File: src/rtl/frac_lut6_ccff_loader_if.sv
// Configuration word handshake between the bus front-end (master) and the
// frac_lut6 chain loader (slave).
interface frac_lut6_ccff_loader_if #(
    parameter int CHAIN_LEN = 66
);
    logic                 load_valid;
    logic                 load_ready;
    logic [CHAIN_LEN-1:0] load_data;

    modport master (
        output load_valid,
        output load_data,
        input  load_ready
    );

    modport slave (
        input  load_valid,
        input  load_data,
        output load_ready
    );
endinterface

File: src/rtl/frac_lut6_ccff_loader.sv
// Loads one frac_lut6 DFFR configuration chain serially (MSB first) and
// captures the previous chain contents from the tail for readback.
module frac_lut6_ccff_loader #(
    parameter int CHAIN_LEN = 66,
    parameter int CNT_W     = 7
) (
    input  logic                   prog_clk,
    input  logic                   pReset,
    frac_lut6_ccff_loader_if.slave load,
    output logic                   ccff_head_out,
    input  logic                   ccff_tail_in,
    output logic                   chain_en,
    output logic                   busy,
    output logic                   done,
    output logic [CHAIN_LEN-1:0]   rdback_data
);

    typedef enum logic [1:0] {
        ST_IDLE,
        ST_SHIFT,
        ST_DONE
    } state_t;

    state_t               state_q,      state_d;
    logic [CNT_W-1:0]     cnt_q,        cnt_d;
    logic [CHAIN_LEN-1:0] shreg_q,      shreg_d;
    logic [CHAIN_LEN-1:0] rdback_q,     rdback_d;
    logic                 load_ready_q, load_ready_d;
    logic                 chain_en_q,   chain_en_d;
    logic                 busy_q,       busy_d;
    logic                 done_q,       done_d;

    logic [CNT_W-1:0]     bit_idx;
    logic                 last_bit;
    logic                 accept;

    // Bit k of the shift leaves from position CHAIN_LEN-1-k, and the tail bit
    // seen on that edge belongs to the same chain position of the old word.
    assign bit_idx  = CNT_W'(CHAIN_LEN - 1) - cnt_q;
    assign last_bit = (cnt_q == CNT_W'(CHAIN_LEN - 1));
    assign accept   = load.load_valid && load_ready_q;

    always_comb begin
        state_d      = state_q;
        cnt_d        = cnt_q;
        shreg_d      = shreg_q;
        rdback_d     = rdback_q;
        load_ready_d = 1'b0;
        chain_en_d   = 1'b0;
        busy_d       = 1'b0;
        done_d       = 1'b0;

        case (state_q)
            ST_IDLE: begin
                load_ready_d = 1'b1;
                if (accept) begin
                    shreg_d      = load.load_data;
                    cnt_d        = '0;
                    state_d      = ST_SHIFT;
                    load_ready_d = 1'b0;
                    chain_en_d   = 1'b1;
                    busy_d       = 1'b1;
                end
            end
            ST_SHIFT: begin
                rdback_d[bit_idx] = ccff_tail_in;
                if (last_bit) begin
                    state_d = ST_DONE;
                    done_d  = 1'b1;
                end else begin
                    cnt_d      = cnt_q + CNT_W'(1);
                    chain_en_d = 1'b1;
                    busy_d     = 1'b1;
                end
            end
            ST_DONE: begin
                state_d      = ST_IDLE;
                load_ready_d = 1'b1;
            end
            default: begin
                state_d = ST_IDLE;
            end
        endcase
    end

    always_ff @(posedge prog_clk or negedge pReset) begin
        if (!pReset) begin
            state_q      <= ST_IDLE;
            cnt_q        <= '0;
            shreg_q      <= '0;
            rdback_q     <= '0;
            load_ready_q <= 1'b0;
            chain_en_q   <= 1'b0;
            busy_q       <= 1'b0;
            done_q       <= 1'b0;
        end else begin
            state_q      <= state_d;
            cnt_q        <= cnt_d;
            shreg_q      <= shreg_d;
            rdback_q     <= rdback_d;
            load_ready_q <= load_ready_d;
            chain_en_q   <= chain_en_d;
            busy_q       <= busy_d;
            done_q       <= done_d;
        end
    end

    assign ccff_head_out   = (state_q == ST_SHIFT) ? shreg_q[bit_idx] : 1'b0;
    assign load.load_ready = load_ready_q;
    assign chain_en        = chain_en_q;
    assign busy            = busy_q;
    assign done            = done_q;
    assign rdback_data     = rdback_q;

endmodule

File: src/flat_wrapper.sv
// flat-port wrapper written by rule: the top's interface ports become plain ports
module frac_lut6_ccff_loader_flat 
#(
    parameter int CHAIN_LEN = 66,
    parameter int CNT_W     = 7
)
  (prog_clk, pReset, ccff_head_out, ccff_tail_in, chain_en, busy, done, rdback_data, load_load_valid, load_load_data, load_load_ready);
  frac_lut6_ccff_loader_if #(.CHAIN_LEN(CHAIN_LEN)) load_i ();
  input  logic prog_clk;
  input  logic pReset;
  output logic ccff_head_out;
  input  logic ccff_tail_in;
  output logic chain_en;
  output logic busy;
  output logic done;
  output logic [CHAIN_LEN-1:0] rdback_data;
  input wire logic [$bits(load_i.load_valid)-1:0] load_load_valid;
  input wire logic [$bits(load_i.load_data)-1:0] load_load_data;
  output wire logic [$bits(load_i.load_ready)-1:0] load_load_ready;
  assign load_i.load_valid = load_load_valid;
  assign load_i.load_data = load_load_data;
  assign load_load_ready = load_i.load_ready;
  frac_lut6_ccff_loader #(.CHAIN_LEN(CHAIN_LEN), .CNT_W(CNT_W)) u_core (.prog_clk(prog_clk), .pReset(pReset), .load(load_i), .ccff_head_out(ccff_head_out), .ccff_tail_in(ccff_tail_in), .chain_en(chain_en), .busy(busy), .done(done), .rdback_data(rdback_data));
endmodule
File: config.mk
export PLATFORM = sky130hd
export DESIGN_NAME = frac_lut6_ccff_loader_flat
export DESIGN_NICKNAME = d
export VERILOG_FILES = /design/src/rtl/frac_lut6_ccff_loader_if.sv /design/src/rtl/frac_lut6_ccff_loader.sv /design/src/flat_wrapper.sv
export SDC_FILE = /design/constraint.sdc
export NUM_CORES = 1
export LEC_CHECK = 0
export CAP_MARGIN = 40
export CELL_PAD_IN_SITES_DETAIL_PLACEMENT = 1
export CELL_PAD_IN_SITES_GLOBAL_PLACEMENT = 1
export CORE_ASPECT_RATIO = 1.25
export CORE_MARGIN = 2
export CORE_UTILIZATION = 41
export CTS_CLUSTER_SIZE = 12
export DETAILED_ROUTE_END_ITERATION = 8
export PLACE_DENSITY = 0.82
export SYNTH_ARGS = -nofsm -noshare
export SYNTH_HDL_FRONTEND = slang
export SYNTH_SLANG_ARGS = --single-unit
File: constraint.sdc
create_clock -name prog_clk -period 4 [get_ports prog_clk]
set_input_delay 1 -clock prog_clk [delete_from_list [all_inputs] [get_ports prog_clk]]
set_output_delay 1 -clock prog_clk [all_outputs]
set_load 0.01 [all_outputs]
Word-level counts from Yosys, hierarchy flattened
Index checks and enable logic that the tools add are counted.
{ "classes": {"add_sub_neg": 2, "n_reduce_logical": 7, "n_eq_ne": 6, "order_cmp": 2, "n_mux": 19} }
{ "op_table": {"columns": ["cell", "count"], "rows": [
  ["66-bit bitwise mux", 1],
  ["7-bit two-way mux", 2],
  ["7-bit one-hot mux with 2 select lines", 1],
  ["7-bit by 8-bit less-than comparator with 1-bit output, second input constant", 1],
  ["1-bit two-way mux", 8],
  ["7-bit by 1-bit adder with 7-bit output, second input constant", 1],
  ["1-bit binary-select mux with 7-bit select", 1],
  ["1-bit demux with 7-bit select", 1],
  ["7-bit == test, second input constant", 1],
  ["7-bit by 1-bit >= comparator with 1-bit output, second input constant", 1],
  ["7-bit subtractor, first input constant", 1],
  ["2-bit two-way mux", 2],
  ["2-bit by 1-bit != test with 1-bit output, second input constant", 2],
  ["1-bit one-hot mux with 2 select lines", 2],
  ["2-bit one-hot mux with 2 select lines", 1],
  ["2-bit AND reduction", 2],
  ["3-bit AND reduction", 1],
  ["2-bit by 1-bit == test with 1-bit output, second input constant", 1],
  ["2-bit == test, second input constant", 1],
  ["1-bit logical AND", 2],
  ["2-bit zero test", 1],
  ["2-bit != test, second input constant", 1],
  ["2-bit nonzero test", 1]
]} }
{ "word_totals": {"output_inout_bits": 71, "regBits": 144, "word_cells": 43, "input_bits": 70} }

Longest topological paths before layout
Gate-level depths: netlist of run 1.
{ "logic_depth": {"depth_word": 6, "depth_mapped": 12, "ltp_nobuf": 8} }

Least setup slack after synthesis of run 1
No wires, ideal clock.
{ "synth_timing": {"path_kind": "reg2out", "from": "register u_core.cnt_q[1]", "to": "output port ccff_head_out", "path_buffers": 3, "arrival_ns": 2.649, "setup_slack_ns": 0.351, "stages_incl_launch_ff": 11, "required_ns": 3.000, "path_cell_list": "dfrtp_1 -> buf_2 -> buf_2 -> inv_1 -> ha_1 -> buf_1 -> mux4_2 -> a2111oi_0 -> nor3_1 -> nand3_1 -> a32oi_1"} }
{ "synth_between": {"elab_chain_len": 4} }
{ "synth_lines": {"columns": ["item", "line", "source"], "rows": [
  ["start: declaration", "frac_lut6_ccff_loader.sv:25", "logic [CNT_W-1:0] cnt_q, cnt_d;"],
  ["start signal: assignment", "frac_lut6_ccff_loader.sv:98", "cnt_q <= cnt_d;"],
  ["7-bit subtractor", "frac_lut6_ccff_loader.sv:39", "assign bit_idx = CNT_W'(CHAIN_LEN - 1) - cnt_q;"],
  ["1-bit binary-select mux with 7-bit select", "frac_lut6_ccff_loader.sv:108", "assign ccff_head_out = (state_q == ST_SHIFT) ? shreg_q[bit_idx] : 1'b0;"],
  ["1-bit two-way mux (implied by the code)", "frac_lut6_ccff_loader.sv:108", null],
  ["1-bit two-way mux", "frac_lut6_ccff_loader.sv:108", null],
  ["end: declaration", "flat_wrapper.sv:11", "output logic ccff_head_out;"]
]} }
No other way between the ends. The select of a mux whose other input is x is not followed.

Worst setup path in the final report of run 1
Same ends and word-level chain as after synthesis.

==> results.json, run 1 <==
{
  "wl_met3_um": 696,
  "status": "finished clean",
  "io_buffers": 140,
  "cts_root_buffer": "clkbuf_16",
  "coreArea_um2": 16200,
  "synth_edf_count": 0,
  "wl_per_cell_um": 19.8,
  "path_class": "flip-flop to output pin",
  "fin_crit_sh": 0.914,
  "fill_cells": 1611,
  "ir_drop_v": 0.000357,
  "wirelength_um": 17900,
  "worst_path_max_delay_cell": "dfrtp_1",
  "drtIter0Drc": 240,
  "via_per_inst": 5.22,
  "grt.overflow.total": 0,
  "vias": 4723,
  "grt_pass1_vias": 5366,
  "finalSetupTns_ns": 0,
  "yosys_most_used_dff": "dfrtp_1",
  "top_layer_used": "met4",
  "cp_max_fo": 5,
  "diodes": 0,
  "gp_congestion": 0.883,
  "finalNonFillerCells": 904,
  "ys_ff_latch": 144,
  "initial_core_util": 0.418,
  "synth-seq-area-share": 0.533,
  "min_period_ns": 3.65,
  "netlist_area_um2": 6770,
  "grt_pass1_wl_um": 29700,
  "layout.nets": 751,
  "dieArea_um2": 17600,
  "power_density_nw_per_um2": 804,
  "setup_viol": 0,
  "cts.clk_slew.worst_paths_ns": 0.06,
  "rsz0062_at_grt": "no",
  "rows": 52,
  "ys.warnings.count": 0,
  "relSlewSlack": 0.549,
  "worstPathArrival_ns": 2.65,
  "drv_cap": 0,
  "crit_chain": "inv_1 -> ha_2 -> mux4_2 -> nor2b_1 -> a2111oi_0 -> a31oi_1 -> nand3_1 -> a32oi_1 -> dlymetal6s2s_1",
  "crit_path_end_kind": "output pin",
  "timing.hold.ws_ns": 0.487,
  "syn_to_final_growth_pct": 34.0,
  "hp-class": "flip-flop to flip-flop",
  "m1WireLength_um": 7060,
  "finalHoldViolCount": 0,
  "cts-htree-levels": 4,
  "first_pass_iters": 4,
  "numCtsBuffers": 17,
  "worst_pin_slew_ns": 0.677,
  "worst_path_largest_cell_delay_ns": 0.39,
  "cts_tree": "done",
  "path_buf_inv": 2,
  "die_w_um": 119,
  "avgSynthCellArea_um2": 12.7,
  "antenna_found_initial": 0,
  "ios": 141,
  "worstPathRequired_ns": 3.00,
  "total_power_uw": 7290,
  "slew_violations": 0,
  "antenna_left": 0,
  "hpwlAfterDp_um": 13200,
  "fmax_ghz": 0.274,
  "grt_max_degree": 67,
  "synth-async-reset-ratio": 1.00,
  "drc": 0,
  "p_leak_uw": 0.00379,
  "startpoint_type": "flip-flop",
  "wl_met2_um": 9920,
  "clk_path_buf_depth": 2,
  "finalInstanceArea_um2": 9070,
  "syn_inst": 533,
  "post_dp_cell_area_um2": 8440,
  "die_h_um": 148,
  "grtUsageTotal": 0.219,
  "ys_types": 53,
  "syn-num-nets": 609,
  "clk_latency_ns": 0.43,
  "post-cts-setup-buffers": 0,
  "clock_skew_ns": 0.0128,
  "cts_sinks": 144,
  "dp_cells": 872,
  "drive_gt1_frac": 0.188,
  "cpLargestDelayFamily": "compound AO/OA/AOI/OAI gates"
}
==> cell families (layout without fill, tap and decap cells) <==
logic type | after synthesis | after routing | synth area share
AOI/OAI and AO/OA | 26 | 26 | 0.0268
xor gates and xnor gates | 10 | 10 | 0.0152
adders and majority gates | 6 | 6 | 0.0111
buffers and inverters | 35 | 190 | 0.0224
DFF | 144 | 144 | 0.533
muxes | 154 | 154 | 0.278
and+or+nand+nor | 158 | 158 | 0.114
==> sequential cells by signal (all words and copies together), names as in the netlist <==
register,flops
u_core.state_q,2
u_core.rdback_data,66
u_core.chain_en,1
u_core.load.load_ready,1
u_core.done,1
u_core.shreg_q,66
u_core.cnt_q,7
==> per-stage QoR <==
stage	setup WS [ns]	utilization
2_1_floorplan	0.351	-
3_3_place_gp	0.454	0.519
5_1_grt	0.201	0.560
4_1_cts	0.0193	0.559
3_5_place_dp	0.266	0.521
6_report	0.345	0.560
==> synthesized netlist by cell type (7+ instances only) <==
cell type	n	area share
mux2_2	55	0.092
nand3_1	7	0.0052
nand2_1	59	0.033
mux4_2	14	0.047
dfrtp_1	144	0.53
mux2_1	78	0.13
nand4_1	7	0.0065
clkbuf_1	19	0.011
mux2i_1	7	0.010
nor2_1	45	0.025
buf_2	10	0.0074
==> cells in the final DEF, fill, tap and decap left out, types with 4 or more instances in the layout <==
master	instances
dfrtp_1	144
clkdlybuf4s50_1	138
mux2_1	78
nand2_1	59
mux2_2	55
nor2_1	45
clkbuf_16	17
mux4_2	14
buf_4	13
nand4_1	7
mux2i_1	7
nand3_1	7
nor2b_1	6
and2_1	6
o21ai_0	5
and3_1	5
xnor2_1	4
ha_1	4
clkinvlp_4	4
==> routing by layer <==
metal  global-route usage  up-vias
met5                    0        -
met1                0.254     2433
met4               0.0655        0
met2                0.406      112
li1                     -     2161
met3               0.0421       17
==> worst paths after layout <==
| path | startpoint | to | slack [ns] | cells after the start |
|---|---|---|---|---|
| max in group asynchronous | pReset | u_core.rdback_data[38]$_DFFE_PN0P_ | 2.54 | 3 |
| worst min register to register | u_core.shreg_q[46]$_DFFE_PN0P_ | u_core.shreg_q[46]$_DFFE_PN0P_ | 0.49 | 1 |
| worst min-delay path | u_core.shreg_q[46]$_DFFE_PN0P_ | u_core.shreg_q[46]$_DFFE_PN0P_ | 0.49 | 1 |
| worst max register to register | u_core.cnt_q[3]$_DFFE_PN0P_ | u_core.rdback_data[17]$_DFFE_PN0P_ | 1.31 | 7 |
| min in group asynchronous | pReset | u_core.shreg_q[60]$_DFFE_PN0P_ | 0.53 | 1 |
| worst max-delay path | u_core.cnt_q[1]$_DFFE_PN0P_ | ccff_head_out | 0.35 | 9 |
==> layout make-up <==
type                    instances  area (um^2)  area share
clock inverters                12          135      0.0149
repair buffers                155         1540       0.170
flip-flops and latches        144         3600       0.397
well taps                     216          270      0.0298
clock buffers                  20          447      0.0492
inverters                       3         11.3     0.00124
multi-input cells             354         3060       0.338
==> power by group <==
group / switching, uW / internal, uW
combinational: 1490 / 1670
clock: 620 / 936
sequential: 464 / 2110
==> repair_timing <==
| item | in CTS | in global routing |
|---|---|---|
| hold buffers | 0 | 0 |
| setup endpoints to repair | 1 | 1 |
| gates resized for setup | 7 | 3 |
Power figures use the tool's default switching activity.
==> run 2: changes to the inputs <==
--- a/config.mk
+++ b/config.mk
@@ -11,6 +11,7 @@
 export CORE_ASPECT_RATIO = 1.25
 export CORE_MARGIN = 2
 export CORE_UTILIZATION = 41
+export CTS_CLUSTER_DIAMETER = 100
 export CTS_CLUSTER_SIZE = 12
 export DETAILED_ROUTE_END_ITERATION = 8
 export PLACE_DENSITY = 0.82
==> results of run 2 <==
No change in the layout: final DEF, timing and power equal those of run 1.
==> run 3: changes to the inputs <==
==> constraint.sdc (replaced) <==
create_clock -name prog_clk -period 3.48 [get_ports prog_clk]
set_input_delay 0.87 -clock prog_clk [delete_from_list [all_inputs] [get_ports prog_clk]]
set_output_delay 0.87 -clock prog_clk [all_outputs]
set_load 0.01 [all_outputs]
==> run 3 against run 2 <==
  * Combinational power rose by 16%
  * Largest power group unchanged
  * Flip-flop and latch count unchanged
  * Final cell count up 0.44%
  * Critical endpoint unchanged
  * Critical path type unchanged
==> results.json, run 3 (synthesized netlist as in run 1, its figures left out) <==
{
  "hp-class": "input port to asynchronous set/reset pin",
  "worstPathRequired_ns": 2.61,
  "met2_usage": 0.388,
  "drive_gt1_frac": 0.198,
  "dp_cells": 876,
  "finalHoldViolCount": 0,
  "path_class": "flip-flop to output pin",
  "antenna_found_initial": 0,
  "ctsResizeCount": 15,
  "ios": 141,
  "finalSetupTns_ns": 0,
  "power_density_nw_per_um2": 940,
  "clock_skew_ns": 0.00409,
  "crit_path_end_kind": "output pin",
  "initial_core_util": 0.418,
  "cts_sinks": 144,
  "rows": 52,
  "layout_common_cells": "dfrtp_1, clkdlybuf4s50_1, mux2_1",
  "p_leak_uw": 0.00383,
  "layout_commonest_cell": "dfrtp_1",
  "r2r-start": "u_core.cnt_q[2]$_DFFE_PN0P_",
  "hpwlAfterDp_um": 13000,
  "drv_cap": 0,
  "wl_per_cell_um": 19.7,
  "grtUsageMet1": 0.251,
  "grt_pass1_wl_um": 29200,
  "cts.clk_slew.worst_paths_ns": 0.06,
  "place_ws_ns": 0.0512,
  "dieArea_um2": 17600,
  "die_h_um": 148,
  "finalNonFillerCells": 908,
  "worst_r2r_path_depth": 8,
  "rsz0062_at_grt": "no",
  "wirelength_um": 17900,
  "ir_drop_v": 0.000384,
  "die_w_um": 119,
  "startpoint_type": "flip-flop",
  "grt.busiest_layer": "met2",
  "grt_max_degree": 67,
  "r2r-end": "u_core.rdback_data[26]$_DFFE_PN0P_",
  "post-cts-setup-buffers": 0,
  "io_buffers": 140,
  "slew_violations": 0,
  "total_power_uw": 8600,
  "worstPathArrival_ns": 2.46,
  "clk_latency_ns": 0.42,
  "diodes": 0,
  "coreArea_um2": 16200,
  "clk_path_buf_depth": 2,
  "fin_crit_sh": 0.957,
  "timing.final.ws_setup_ns": 0.148,
  "grt.overflow.total": 0,
  "via_per_inst": 5.28,
  "finalInstanceArea_um2": 9150,
  "cp_max_fo": 12,
  "regToRegSetupSlack_ns": 0.90,
  "first_pass_iters": 4,
  "min_period_ns": 3.33,
  "post_dp_cell_area_um2": 8460,
  "cts-htree-levels": 4,
  "drc": 0,
  "grt_pass1_vias": 5414,
  "syn_to_final_growth_pct": 35.2,
  "vias": 4790,
  "cts_tree": "done",
  "drtIter0Drc": 171,
  "layout.nets": 755,
  "setup_viol": 0,
  "cts_hold_buf": 0,
  "status": "finished clean",
  "relSlewSlack": 0.527,
  "cts_root_buffer": "clkbuf_16",
  "antenna_left": 0,
  "grtUsageTotal": 0.214,
  "use_met3": 0.0463,
  "gp_congestion": 0.867,
  "numCtsBuffers": 17,
  "worst_pin_slew_ns": 0.704,
  "fmax_ghz": 0.300
}
## run 3: cell types whose count changed in the layout (fill, tap and decap cells not counted), sizes merged
cell | previous run | this run
dlymetal6s2s | 1 | 0
bufinv | 2 | 5
inv | 4 | 3
clkinvlp | 4 | 1
clkbuf | 20 | 22
buf | 16 | 20
## run 3: final cells by class
| cell class | instances | area, um^2 |
|---|---|---|
| clock buffers | 21 | 450 |
| clock inverters | 11 | 186 |
| fillers | 1619 | 7050 |
| inverters | 3 | 11.3 |
| multi-input cells | 354 | 3070 |
| flip-flops and latches | 144 | 3600 |
| well taps | 216 | 270 |
| repair buffers | 159 | 1560 |
## run 3: through the flow
stage	hold slack, ns	util
2_1_floorplan	0.452	-
3_3_place_gp	0.464	0.522
3_5_place_dp	0.475	0.522
4_1_cts	0.390	0.565
5_1_grt	0.402	0.565
6_report	0.381	0.565
## run 3: routing by layer
layer	routed length, um	up-vias
li1	-	2185
met1	7160	2438
met2	9710	133
met3	694	34
met4	342	0
met5	0	-
## run 3: where the power goes
| group | switching, uW | internal (uW) | leakage (uW) |
|---|---|---|---|
| sequential | 524 | 2430 | 0.00178 |
| combinational | 1710 | 1950 | 0.00174 |
| clock | 694 | 1290 | 0.000311 |
## run 3: worst max-delay path by stage
| stage | start | endpoint | slack (ns) | depth (start not counted) |
|---|---|---|---|---|
| after floorplan | u_core.cnt_q[1]$_DFFE_PN0P_ | ccff_head_out | 0.08 | 11 |
| after global placement | u_core.cnt_q[1]$_DFFE_PN0P_ | ccff_head_out | 0.14 | 9 |
| after detailed placement | u_core.cnt_q[1]$_DFFE_PN0P_ | ccff_head_out | 0.05 | 9 |
| after CTS | u_core.cnt_q[2]$_DFFE_PN0P_ | ccff_head_out | 0.004 | 9 |
| final | u_core.cnt_q[1]$_DFFE_PN0P_ | ccff_head_out | 0.15 | 8 |
| after global routing | u_core.cnt_q[1]$_DFFE_PN0P_ | ccff_head_out | 0.03 | 8 |
## run 3: critical path, cell delays in order (launching register included)
cell and delay [ns]:
dfrtp_1 0.37, buf_4 0.23, mux4_2 0.51, nor2b_1 0.15
a2111oi_2 0.35, a31oi_1 0.07, nand3_1 0.11, a32oi_1 0.07
clkbuf_2 0.18
